<file path="src/rtl/vga_text_ctrl.sv">
// VGA 80-column text-mode controller: timing counters, 4-stage text/font fetch pipeline and mono pixel output.
// Optional blinking underline cursor is built when VGA_TEXT_CURSOR_EN is defined.
module vga_text_ctrl #(
  parameter int H_ACTIVE = 640,
  parameter int H_FP     = 16,
  parameter int H_SYNC   = 96,
  parameter int H_BP     = 48,
  parameter int V_ACTIVE = 480,
  parameter int V_FP     = 10,
  parameter int V_SYNC   = 2,
  parameter int V_BP     = 33
) (
  input  logic        clk,
  input  logic        rst_n,
  output logic [11:0] text_addr,
  input  logic [7:0]  text_data,
  output logic [6:0]  font_ascii,
  output logic [3:0]  font_row,
  output logic [2:0]  font_col,
  input  logic        font_pixel,
  input  logic [6:0]  cursor_x,
  input  logic [4:0]  cursor_y,
  output logic        vga_hs,
  output logic        vga_vs,
  output logic        vga_de,
  output logic        vga_pix,
  output logic        frame_start
);

  localparam int H_TOTAL = H_ACTIVE + H_FP + H_SYNC + H_BP;
  localparam int V_TOTAL = V_ACTIVE + V_FP + V_SYNC + V_BP;
  localparam logic [9:0] H_LAST   = 10'(H_TOTAL - 1);
  localparam logic [9:0] V_LAST   = 10'(V_TOTAL - 1);
  localparam logic [9:0] H_ACT    = 10'(H_ACTIVE);
  localparam logic [9:0] V_ACT    = 10'(V_ACTIVE);
  localparam logic [9:0] HS_FIRST = 10'(H_ACTIVE + H_FP);
  localparam logic [9:0] HS_LAST  = 10'(H_ACTIVE + H_FP + H_SYNC - 1);
  localparam logic [9:0] VS_FIRST = 10'(V_ACTIVE + V_FP);
  localparam logic [9:0] VS_LAST  = 10'(V_ACTIVE + V_FP + V_SYNC - 1);

  logic [9:0]  h_cnt_r, v_cnt_r;
  logic [6:0]  col_s;
  logic [4:0]  row_s;
  logic [11:0] addr_s;
  logic        active_s, hs_s, vs_s, first_s, cur_hit_s, frame_wrap_s;
  logic [3:0]  hs_sr_r, vs_sr_r, de_sr_r, first_sr_r;
  logic [2:0]  cur_sr_r;
  logic [3:0]  row_d1_r;
  logic [2:0]  col_d1_r;
  logic        attr_r;

  // Pixel/line counters (stage T0)
  always_ff @(posedge clk or negedge rst_n) begin
    if (!rst_n) begin
      h_cnt_r <= 10'd0;
      v_cnt_r <= 10'd0;
    end else if (h_cnt_r == H_LAST) begin
      h_cnt_r <= 10'd0;
      if (v_cnt_r == V_LAST) begin
        v_cnt_r <= 10'd0;
      end else begin
        v_cnt_r <= v_cnt_r + 10'd1;
      end
    end else begin
      h_cnt_r <= h_cnt_r + 10'd1;
    end
  end

  // T0 decode: visibility, syncs, cell address (row*80 as row*64 + row*16)
  always_comb begin
    col_s        = h_cnt_r[9:3];
    row_s        = v_cnt_r[8:4];
    active_s     = (h_cnt_r < H_ACT) && (v_cnt_r < V_ACT);
    hs_s         = ~((h_cnt_r >= HS_FIRST) && (h_cnt_r <= HS_LAST));
    vs_s         = ~((v_cnt_r >= VS_FIRST) && (v_cnt_r <= VS_LAST));
    first_s      = (h_cnt_r == 10'd0) && (v_cnt_r == 10'd0);
    frame_wrap_s = (h_cnt_r == H_LAST) && (v_cnt_r == V_LAST);
    addr_s       = {1'b0, row_s, 6'd0} + {3'd0, row_s, 4'd0} + {5'd0, col_s};
  end

`ifdef VGA_TEXT_CURSOR_EN
  logic [4:0] frame_cnt_r;
  logic       blink_r;

  // Blink phase flips once every 32 frames, starting visible
  always_ff @(posedge clk or negedge rst_n) begin
    if (!rst_n) begin
      frame_cnt_r <= 5'd0;
      blink_r     <= 1'b1;
    end else if (frame_wrap_s) begin
      frame_cnt_r <= frame_cnt_r + 5'd1;
      if (frame_cnt_r == 5'd31) begin
        blink_r <= ~blink_r;
      end else begin
        blink_r <= blink_r;
      end
    end else begin
      frame_cnt_r <= frame_cnt_r;
      blink_r     <= blink_r;
    end
  end

  assign cur_hit_s = (col_s == cursor_x) && (row_s == cursor_y) &&
                     (v_cnt_r[3:1] == 3'b111) && blink_r;
`else
  logic cursor_unused_s;
  assign cursor_unused_s = ^{cursor_x, cursor_y, frame_wrap_s};
  assign cur_hit_s       = 1'b0;
`endif

  // T1..T4 pipeline: address, font address, attribute, pixel and aligned sync/enable
  always_ff @(posedge clk or negedge rst_n) begin
    if (!rst_n) begin
      hs_sr_r    <= 4'b1111;
      vs_sr_r    <= 4'b1111;
      de_sr_r    <= 4'b0000;
      first_sr_r <= 4'b0000;
      cur_sr_r   <= 3'b000;
      text_addr  <= 12'd0;
      row_d1_r   <= 4'd0;
      col_d1_r   <= 3'd0;
      font_row   <= 4'd0;
      font_col   <= 3'd0;
      attr_r     <= 1'b0;
      vga_pix    <= 1'b0;
    end else begin
      hs_sr_r    <= {hs_sr_r[2:0], hs_s};
      vs_sr_r    <= {vs_sr_r[2:0], vs_s};
      de_sr_r    <= {de_sr_r[2:0], active_s};
      first_sr_r <= {first_sr_r[2:0], first_s};
      cur_sr_r   <= {cur_sr_r[1:0], cur_hit_s};
      text_addr  <= addr_s;
      row_d1_r   <= v_cnt_r[3:0];
      col_d1_r   <= h_cnt_r[2:0];
      font_row   <= row_d1_r;
      font_col   <= col_d1_r;
      attr_r     <= text_data[7];
      vga_pix    <= (font_pixel ^ attr_r ^ cur_sr_r[2]) & de_sr_r[2];
    end
  end

  assign font_ascii  = text_data[6:0];
  assign vga_hs      = hs_sr_r[3];
  assign vga_vs      = vs_sr_r[3];
  assign vga_de      = de_sr_r[3];
  assign frame_start = first_sr_r[3];

endmodule
</file>
<file path="config.mk">
export PLATFORM = sky130hd
export DESIGN_NAME = vga_text_ctrl
export DESIGN_NICKNAME = d
export VERILOG_FILES = /design/src/rtl/vga_text_ctrl.sv
export SDC_FILE = /design/constraint.sdc
export NUM_CORES = 1
export LEC_CHECK = 0
export CAP_MARGIN = 20
export CORE_UTILIZATION = 50
export DETAILED_ROUTE_END_ITERATION = 16
export PLACE_DENSITY_LB_ADDON = 0.2
export SYNTH_ARGS = -nofsm -noshare
export SYNTH_HDL_FRONTEND = slang
export SYNTH_SLANG_ARGS = --single-unit
</file>
<file path="constraint.sdc">
create_clock -name clk -period 3.1 [get_ports clk]
set_input_delay 0.775 -clock clk [delete_from_list [all_inputs] [get_ports clk]]
set_output_delay 0.775 -clock clk [all_outputs]
set_load 0.01 [all_outputs]
</file>
==> results of run 1 <==
==> power by group <==
part / switching [mW] / total [mW] / leakage (nW) / internal [mW]
Combinational: 0.0174 / 0.0259 / 0.517 / 0.00855
Sequential: 0.000571 / 0.838 / 0.803 / 0.838
Clock: 0.292 / 0.623 / 0.0894 / 0.331
==> placed cells by master (no fill, tap or decap), types with 2 or more instances in the layout <==
| cell | Yosys | layout |
|---|---|---|
| sky130_fd_sc_hd__a21oi_1 | 5 | 5 |
| sky130_fd_sc_hd__and3_1 | 7 | 7 |
| sky130_fd_sc_hd__and4_1 | 2 | 2 |
| sky130_fd_sc_hd__clkbuf_1 | 0 | 2 |
| sky130_fd_sc_hd__clkbuf_8 | 0 | 11 |
| sky130_fd_sc_hd__clkdlybuf4s50_1 | 0 | 26 |
| sky130_fd_sc_hd__clkinv_2 | 0 | 2 |
| sky130_fd_sc_hd__dfrtp_1 | 56 | 56 |
| sky130_fd_sc_hd__dfstp_2 | 8 | 8 |
| sky130_fd_sc_hd__fa_1 | 2 | 2 |
| sky130_fd_sc_hd__ha_1 | 13 | 13 |
| sky130_fd_sc_hd__inv_1 | 12 | 12 |
| sky130_fd_sc_hd__nand2_1 | 8 | 8 |
| sky130_fd_sc_hd__nand3_1 | 9 | 9 |
| sky130_fd_sc_hd__nand4_1 | 8 | 8 |
| sky130_fd_sc_hd__nor2_1 | 10 | 10 |
| sky130_fd_sc_hd__nor2b_1 | 3 | 3 |
| sky130_fd_sc_hd__nor3_1 | 2 | 2 |
| sky130_fd_sc_hd__nor4_1 | 2 | 2 |
| sky130_fd_sc_hd__o21ai_0 | 4 | 4 |
| sky130_fd_sc_hd__xnor2_1 | 10 | 10 |
| sky130_fd_sc_hd__xor2_1 | 6 | 6 |
==> critical path, cell delays in order, from the launching register on <==
cell,delay [ns]
sky130_fd_sc_hd__dfrtp_1,0.45
sky130_fd_sc_hd__inv_1,0.11
sky130_fd_sc_hd__fa_1,0.55
sky130_fd_sc_hd__inv_1,0.07
sky130_fd_sc_hd__fa_1,0.47
sky130_fd_sc_hd__a21o_1,0.17
sky130_fd_sc_hd__a21oi_1,0.21
sky130_fd_sc_hd__nor2b_1,0.08
sky130_fd_sc_hd__o21a_1,0.18
==> logic make-up (layout without fill, tap and decap cells) <==
logic type      count (synthesis)  in the layout  share of synthesized area, %
simple gates                   61             61                          14.0
compound gates                 17             17                          4.06
flops                          64             64                          63.0
fa+ha+maj                      15             15                          7.92
mux                             1              1                         0.391
xor+xnor                       16             16                          5.47
buf+inv                        22             56                          5.23
==> path summary, 6_finish.rpt <==
| check | slack (ns) | from | endpoint | depth (start not counted) |
|---|---|---|---|---|
| hold / removal | 0.35 | row_d1_r[1] | font_row[1] | 0 |
| setup reg to reg | 0.70 | h_cnt_r[9] | text_addr[11] | 8 |
| min in group asynchronous | 0.50 | rst_n | vga_pix | 1 |
| max in group asynchronous | 1.93 | rst_n | vs_sr_r[1] | 2 |
| setup / recovery | 0.70 | h_cnt_r[9] | text_addr[11] | 8 |
| hold reg to reg | 0.35 | row_d1_r[1] | font_row[1] | 0 |
==> layer usage <==
metal  wire length (µm)  global-route usage, %
met5                  0                      0
met3                186                   6.04
met2               1980                   29.3
met1               1840                   21.7
met4                 81                   7.26
==> sequential cells by signal, summed over array words and instances (netlist names) <==
| signal | flops |
|---|---|
| v_cnt_r | 10 |
| font_col | 3 |
| row_d1_r | 4 |
| first_sr_r | 4 |
| vga_pix | 1 |
| text_addr | 12 |
| h_cnt_r | 10 |
| font_row | 4 |
| de_sr_r | 4 |
| vs_sr_r | 4 |
| attr_r | 1 |
| hs_sr_r | 4 |
| col_d1_r | 3 |
==> cells in the mapped netlist (all sizes together) (2+ instances only) <==
cell and instances:
dfrtp 56, ha 13, inv 12, nand3 10
nor2 10, xnor2 10, buf 9, and3 8
dfstp 8, nand2 8, nand4 8, o21ai 6
xor2 6, a21oi 5, and4 3, nor2b 3
and2 2, fa 2, nor3 2, nor4 2
==> final cells by class <==
| class | count | share of cell area (%) |
|---|---|---|
| multi-input cells | 110 | 27.0 |
| clock inverters | 3 | 0.581 |
| repair buffers | 28 | 9.46 |
| inverters | 12 | 1.49 |
| well taps | 67 | 2.78 |
| flip-flops and latches | 64 | 53.4 |
| clock buffers | 13 | 5.27 |
==> through the flow <==
step                hold slack, ns  instance area, µm²
floorplan                    0.331                2560
global placement             0.332                2840
detailed placement           0.335                2840
CTS                          0.349                3020
global route                 0.358                3020
finish                       0.348                3020
==> metrics.txt, run 1 <==
upper clock frequency limit 416 MHz; total routing resource utilization after global routing around 18%; share of final-layout standard cells stronger than drive strength 1 13.0%; transition time at the pin with the least slew margin approximately 0.72 ns; Worst-path clk slew about 0.060 ns; Critical Setup Path Class reg -> reg; area growth from synthesis to final layout 17.8%; placeable core region 4820 µm²; final hold violations 0; number of library cell types mapped by synthesis 41; H-tree levels 3; clock buffer count from CTS 9; worst clock skew on the final layout 0.00792 ns; storage element area 1610 µm²; run status finished clean; clock root cell sky130_fd_sc_hd__clkbuf_8; clock latency on the worst-skew pair 0.33 ns; maximum clock path buffer count 2; via density per instance 5.10; cell type with the highest aggregate area in the netlist sky130_fd_sc_hd__dfrtp_1; largest cells by area after synthesis sky130_fd_sc_hd__dfrtp_1, sky130_fd_sc_hd__dfstp_2, sky130_fd_sc_hd__ha_1; Worst Path Arrival 2.62 ns; number of setup buffers added after CTS 0; Post-DRT Antenna Nets 0; count of inserted antenna diode cells 0; total number of yosys warnings 0; top flip-flop cell by instance count after synthesis sky130_fd_sc_hd__dfrtp_1; antenna violations before repair 0; count of boundary I/O pins 54; final weighted congestion in routability-driven placement 0.809; Crit path required time 3.32 ns; final total power ~1.5 mW; cts-stage hold buffer count 0; netlist area before placement 2560 µm²; Max Fanout on Critical Path 8; average cell area after synthesis 13.1 µm²; number of setup violations in the final report 0; post-synth net total 234; leak pwr 1.41 nW; crit end category flop; worst slack at placement 0.714 ns; number of cells in the finished layout apart from fillers 297; cell count after placement 281; CTS tree built; initial detailed-routing violation count 77; Worst Setup Slack, final 0.699 ns; initial core utilization 53.1%; # clock sinks 64; count of mapped cells out of synthesis 196; class of the tightest hold or removal check reg -> reg; final critical-path share of the clock period 77.5%; footprint of the multi-input gates 815 µm²; RSZ-0062 raised after global routing no; post-layout net count around 260; die outline height 73.6 µm; routed wire length 4.09 mm; number of detailed-route iterations in the first pass 5; Post-synth EDFFs 0; Pwr Density 493 nW/µm²; average wire per standard cell 13.8 µm; worst-case headroom to the max-slew limit 51.7%; count of fill cells added during filler insertion 421; vias roughly 1500; DPL Wire Length 2.88 mm; top cell type's share of synthesized area 54.7%; share of the core filled with cells in the final layout a little over three fifths; standard-cell rows 25; post-synthesis sequential element count between 60 and 70; Die ar. about 5400 µm²; FFs w/ async S/R, synth 100%; via count of the first global-routing pass approximately 1600; setup_tns 0 ns; shortest clock period the worst path allows after layout 2.40 ns; Chip Width 73.6 µm; DRC Markers 0; quantity of gates resized following cts 0; part of the Yosys area used for sequential elements 63.0%; category of the worst setup path launch point flop; largest net degree at the start of global routing 35; Max-cap violations 0; global-route wire length before repair between 7 and 8 mm; worst vdd ir between 0.3 and 0.4 mV; IO Port Bufs 27; total congestion overflow 0; final max-slew violation count 0
No activity file was read; power rests on OpenSTA's default activity.
==> inputs of run 2 (changes only) <==
Clock period 3.1 ns to 2.4 ns, I/O delays scaled along.
==> metrics.txt, run 2 (synthesized netlist as in run 1, its figures left out) <==
IO Port Bufs 27 (unchanged); worst-case headroom to the max-slew limit 62.5% (+11 points); leak pwr 1.47 nW (+4.5%); count of boundary I/O pins 54 (unchanged); setup_tns 0 ns (unchanged); commonest cells after routing, fill and taps aside sky130_fd_sc_hd__dfrtp_1, sky130_fd_sc_hd__clkdlybuf4s50_1, sky130_fd_sc_hd__ha_1; total congestion overflow 0 (unchanged); placeable core region 4820 µm² (unchanged); shortest clock period the worst path allows after layout 2.18 ns (-0.221 ns); share of final-layout standard cells stronger than drive strength 1 16.4% (+3.3 points); category of the worst setup path launch point flop; clock buffer count from CTS 9 (unchanged); maximum clock path buffer count 2 (unchanged); via count of the first global-routing pass 1597 (+1.9%); standard-cell rows 25 (unchanged); via density per instance 5.12 (+0.53%); RSZ-0062 raised after global routing no; worst clock skew on the final layout 0.00554 ns (-0.00238 ns); CTS tree built; number of detailed-route iterations in the first pass 4 (-1); final max-slew violation count 0 (unchanged); count of inserted antenna diode cells 0 (unchanged); total routing resource utilization after global routing 18.9% (+1.0 points); worst vdd ir 0.331 mV (-4.8%); clock latency on the worst-skew pair 0.33 ns (about the same); antenna violations before repair 0 (unchanged); number of cells in the finished layout apart from fillers 305 (+2.7%); largest net degree at the start of global routing 28 (-20%); number of setup violations in the final report 0 (unchanged); Largest regs text_addr x12, h_cnt_r x10, v_cnt_r x10; final weighted congestion in routability-driven placement 0.801 (-1.0%); average wire per standard cell 13.7 µm (-0.62%); DRC Markers 0 (unchanged); Worst Path Arrival 2.41 ns (-0.21 ns); H-tree levels 3 (unchanged); clock root cell sky130_fd_sc_hd__clkbuf_8; Pwr Density 685 nW/µm² (+39%); most common cell after layout, fill and taps aside sky130_fd_sc_hd__dfrtp_1; DPL Wire Length 2.94 mm (+2.2%); Die ar. 5410 µm² (unchanged); Critical Setup Path Class reg -> reg; Chip Width 73.6 µm (unchanged); initial detailed-routing violation count 49 (-36%); class of the tightest hold or removal check in -> async; Max-cap violations 0 (unchanged); final critical-path share of the clock period 90.9% (+13 points); Max Fanout on Critical Path 2 (-6); cell count after placement 289 (+2.8%); Worst-path clk slew 0.07 ns (about the same); Crit path required time 2.62 ns (-0.70 ns); Post-DRT Antenna Nets 0 (unchanged); cts-stage hold buffer count 0 (unchanged); global-route wire length before repair 7.32 mm (+4.0%); final hold violations 0 (unchanged); post-layout net count 271 (+3.0%); count of fill cells added during filler insertion 379 (-10%); initial core utilization 53.1% (unchanged); transition time at the pin with the least slew margin 0.558 ns (-0.167 ns); routed wire length 4.17 mm (+2.1%); max FFs per register 12 (unchanged); crit end category flop; area growth from synthesis to final layout 21.7%; run status finished clean; final total power 2.13 mW (+44%); vias 1563 (+3.2%); upper clock frequency limit 459 MHz (+10%); die outline height 73.6 µm (unchanged); register bank with the most flops text_addr; # clock sinks 64 (unchanged)
run 2: report_power, final:
group	switching, mW	leakage [nW]	total, mW	internal [mW]
logic	0.0225	0.556	0.0323	0.00985
registers	0.000785	0.803	1.08	1.08
clock network	0.378	0.114	1.02	0.641
run 2: what timing repair did:
action | CTS | global route
gates resized for setup | 0 | 1
endpoints found under the setup margin | 0 | 1
buffers inserted | 0 | 0
run 2: worst max-delay path: stages (launching register included):
cell	delay, ns
sky130_fd_sc_hd__dfrtp_1	0.34
sky130_fd_sc_hd__inv_1	0.07
sky130_fd_sc_hd__fa_1	0.54
sky130_fd_sc_hd__inv_1	0.07
sky130_fd_sc_hd__fa_1	0.47
sky130_fd_sc_hd__a21o_1	0.19
sky130_fd_sc_hd__a21oi_2	0.17
sky130_fd_sc_hd__nor2b_1	0.07
sky130_fd_sc_hd__o21a_1	0.16
run 2: area by class of cell:
class | count | area, µm² | area share (%)
multi-input cells | 110 | 818 | 26.3
well taps | 67 | 83.8 | 2.69
flip-flops and latches | 64 | 1610 | 51.7
repair buffers | 36 | 333 | 10.7
clock inverters | 3 | 65.1 | 2.09
clock buffers | 13 | 159 | 5.10
inverters | 12 | 45.0 | 1.45
run 2: path summary, 6_finish.rpt:
check / startpoint / end / slack (ns) / depth (start not counted)
max: h_cnt_r[9] / text_addr[11] / 0.22 / 8
min: rst_n / de_sr_r[0] / 0.25 / 1
max reg2reg: h_cnt_r[9] / text_addr[11] / 0.22 / 8
min reg2reg: first_sr_r[0] / first_sr_r[1] / 0.35 / 0
max in group asynchronous: rst_n / v_cnt_r[5] / 1.44 / 2
min in group clk: first_sr_r[0] / first_sr_r[1] / 0.35 / 0
run 2: per-layer routing:
layer  up-vias  wire length, µm  GRT usage [%]
li1        736                -              -
met1       778             1850           22.2
met2        40             2050           29.9
met3         9              171           4.53
met4         0               98           14.3
met5         -                0              0
run 2: through the flow:
stage | instance area (µm²) | util [%] | setup slack (ns) | hold slack (ns)
final | 3120 | 64.7 | 0.219 | 0.254
after global routing | 3120 | 64.7 | 0.0771 | 0.283
after CTS | 3110 | 64.6 | 0.146 | 0.255
after detailed placement | 2890 | 59.9 | 0.176 | 0.336
after global placement | 2890 | 59.9 | 0.193 | 0.331
after floorplan | 2560 | - | 0.184 | 0.304
==> inputs of run 3 (changes only) <==
Settings changed: CORE_MARGIN set to 5.
==> metrics.txt, run 3 (synthesized netlist as in run 1, its figures left out) <==
average wire per standard cell 13.7 µm (+0.40%); startpoint of the worst-slack reg-to-reg timing path h_cnt_r[9]; met2 capacity usage during global routing 22.6% (-7.2 points); maximum clock path buffer count 2 (unchanged); worst clock skew on the final layout 0.00678 ns (+0.00123 ns); crit end category flop; Crit path required time 2.63 ns (about the same); upper clock frequency limit 448 MHz (-2.3%); post-place instance area 2900 µm² (+0.30%); number of detailed-route iterations in the first pass 4 (unchanged); worst-case headroom to the max-slew limit 64.5% (+2.0 points); largest net degree at the start of global routing 65 (+130%); worst-case hold slack 0.283 ns (+0.0290 ns); initial core utilization 50.8% (-2.4 points); routed wire length 4.21 mm (+1.1%); clock root cell sky130_fd_sc_hd__clkbuf_8; IO Port Bufs 27 (unchanged); Worst-path clk slew 0.07 ns (about the same); cts-stage hold buffer count 0 (unchanged); sw frac 20.9% (+2.1 points); # clock sinks 64 (unchanged); die outline height 81.6 µm (+11%); Critical Setup Path Class reg -> reg; Post-DRT Antenna Nets 0 (unchanged); RSZ-0062 raised after global routing no; count of boundary I/O pins 54 (unchanged); total routing resource utilization after global routing 15.1% (-3.8 points); DPL Wire Length 2.86 mm (-2.8%); post-layout net count 270 (-0.37%); placeable core region 5040 µm² (+4.7%); via density per instance 5.01 (-2.2%); number of setup violations in the final report 0 (unchanged); CTS tree built; Critical-path top delay cell sky130_fd_sc_hd__fa_1; family of cells with the greatest summed delay on the critical path adder cells; global-route track usage on met3 6.03% (+1.5 points); R2R depth 8 (unchanged); GR met1 Demand/Resource 18.5% (-3.8 points); quantity of gates resized following cts 0 (unchanged); Worst Path Arrival 2.46 ns (+0.05 ns); shortest clock period the worst path allows after layout 2.23 ns (+0.0524 ns); Pwr Density 616 nW/µm² (-10%); antenna violations before repair 0 (unchanged); max FFs per register 12 (unchanged); instance count on the critical path 8 (unchanged); global-route wire length before repair 7.46 mm (+1.9%); part of the power in combinational logic 1.8% (+0.3 points); most common cell after layout, fill and taps aside sky130_fd_sc_hd__dfrtp_1; minimum setup slack among reg-to-reg paths 0.17 ns (-0.05 ns); run status finished clean; class of the tightest hold or removal check in -> async; Chip Width 81.6 µm (+11%); clock latency on the worst-skew pair 0.33 ns (about the same); number of setup buffers added after CTS 0 (unchanged); transition time at the pin with the least slew margin 0.528 ns (-0.0299 ns); Max-cap violations 0 (unchanged); DRC Markers 0 (unchanged); setup_tns 0 ns (unchanged); R2R Path End text_addr[11]; final instance area 3060 µm² (-1.7%); leak pwr 1.44 nW (-2.1%); ordered cell list for the critical path inv_1, fa_1, inv_1, fa_1, a21o_1, a21oi_1, nor2b_1, o21a_1; area growth from synthesis to final layout 19.6%; Internal Pwr Total 1.49 mW (-14%); final hold violations 0 (unchanged); final max-slew violation count 0 (unchanged); category of the worst setup path launch point flop; total congestion overflow 0 (unchanged); global route hottest layer met2; final weighted congestion in routability-driven placement 0.788 (-1.6%); clock buffer count from CTS 9 (unchanged); final critical-path share of the clock period 93.0% (+2.2 points); switching power of the nets 0.394 mW (-1.8%); commonest cells after routing, fill and taps aside sky130_fd_sc_hd__dfrtp_1, sky130_fd_sc_hd__clkdlybuf4s50_1, sky130_fd_sc_hd__ha_1; vias 1539 (-1.5%); CP peak stage delay 0.55 ns (about the same); via count of the first global-routing pass 1638 (+2.6%); count of inserted antenna diode cells 0 (unchanged); Buffers & Inverters on Critical Path 2 (unchanged); Max Fanout on Critical Path 2 (unchanged); Die ar. 6650 µm² (+23%); Largest regs text_addr x12, h_cnt_r x10, v_cnt_r x10; standard-cell rows 26 (+4.0%); worst vdd ir 0.283 mV (-14%); clock power share 40.8% (-7.0 points); share of final-layout standard cells stronger than drive strength 1 15.2% (-1.2 points); initial detailed-routing violation count 74 (+51%); sequential group share of total power 57.4% (+6.7 points); final total power 1.89 mW (-12%); register bank with the most flops text_addr; H-tree levels 3 (unchanged)
==> run 3: changes by cell type in the layout (fill, tap and decap cells not counted) <==
cell and delta:
sky130_fd_sc_hd__bufinv_16 -2, sky130_fd_sc_hd__a21oi_2 -1, sky130_fd_sc_hd__a21oi_1 +1, sky130_fd_sc_hd__clkbuf_8 -1, sky130_fd_sc_hd__clkbuf_1 +1, sky130_fd_sc_hd__clkinv_2 +1
sky130_fd_sc_hd__buf_4 -2, sky130_fd_sc_hd__buf_12 +1, sky130_fd_sc_hd__clkinvlp_4 +1
==> run 3: final cells by class <==
type                    instances  area, µm²
fillers                       416       1980
flip-flops and latches         64       1610
multi-input cells             110        815
repair buffers                 35        338
clock buffers                  13        149
well taps                      70       87.6
inverters                      12       45.0
clock inverters                 3       17.5
==> run 3: worst max path at each step <==
stage               startpoint            end  slack, ns
floorplan           h_cnt_r[9]  text_addr[11]       0.18
global placement    h_cnt_r[9]  text_addr[11]       0.19
detailed placement  h_cnt_r[9]  text_addr[11]       0.18
CTS                 h_cnt_r[9]  text_addr[11]       0.15
global route        h_cnt_r[9]  text_addr[11]       0.07
finish              h_cnt_r[9]  text_addr[11]       0.17
==> run 3: stage by stage <==
step                      instances  util [%]  setup slack, ns
after floorplan                 196         -            0.184
after global placement          291      57.4            0.195
after detailed placement        291      57.4            0.179
after CTS                       307      60.7            0.150
after global routing            307      60.7           0.0693
final                           307      60.7            0.167
==> run 3: layer usage <==
metal  vias to the layer above  routed length, µm
met2                        44               1980
li1                        736                  -
met4                         0                 96
met5                         -                  0
met1                       751               1820
met3                         8                318
==> run 3: power groups by stage <==
stage,Clock (mW),Combinational (mW),Sequential (mW)
global placement,0,0.0346,1.10
floorplan,0,0.0140,1.10
detailed placement,0,0.0358,1.10
CTS,0.798,0.0360,1.08
global route,0.854,0.0395,1.08
finish,0.771,0.0340,1.08
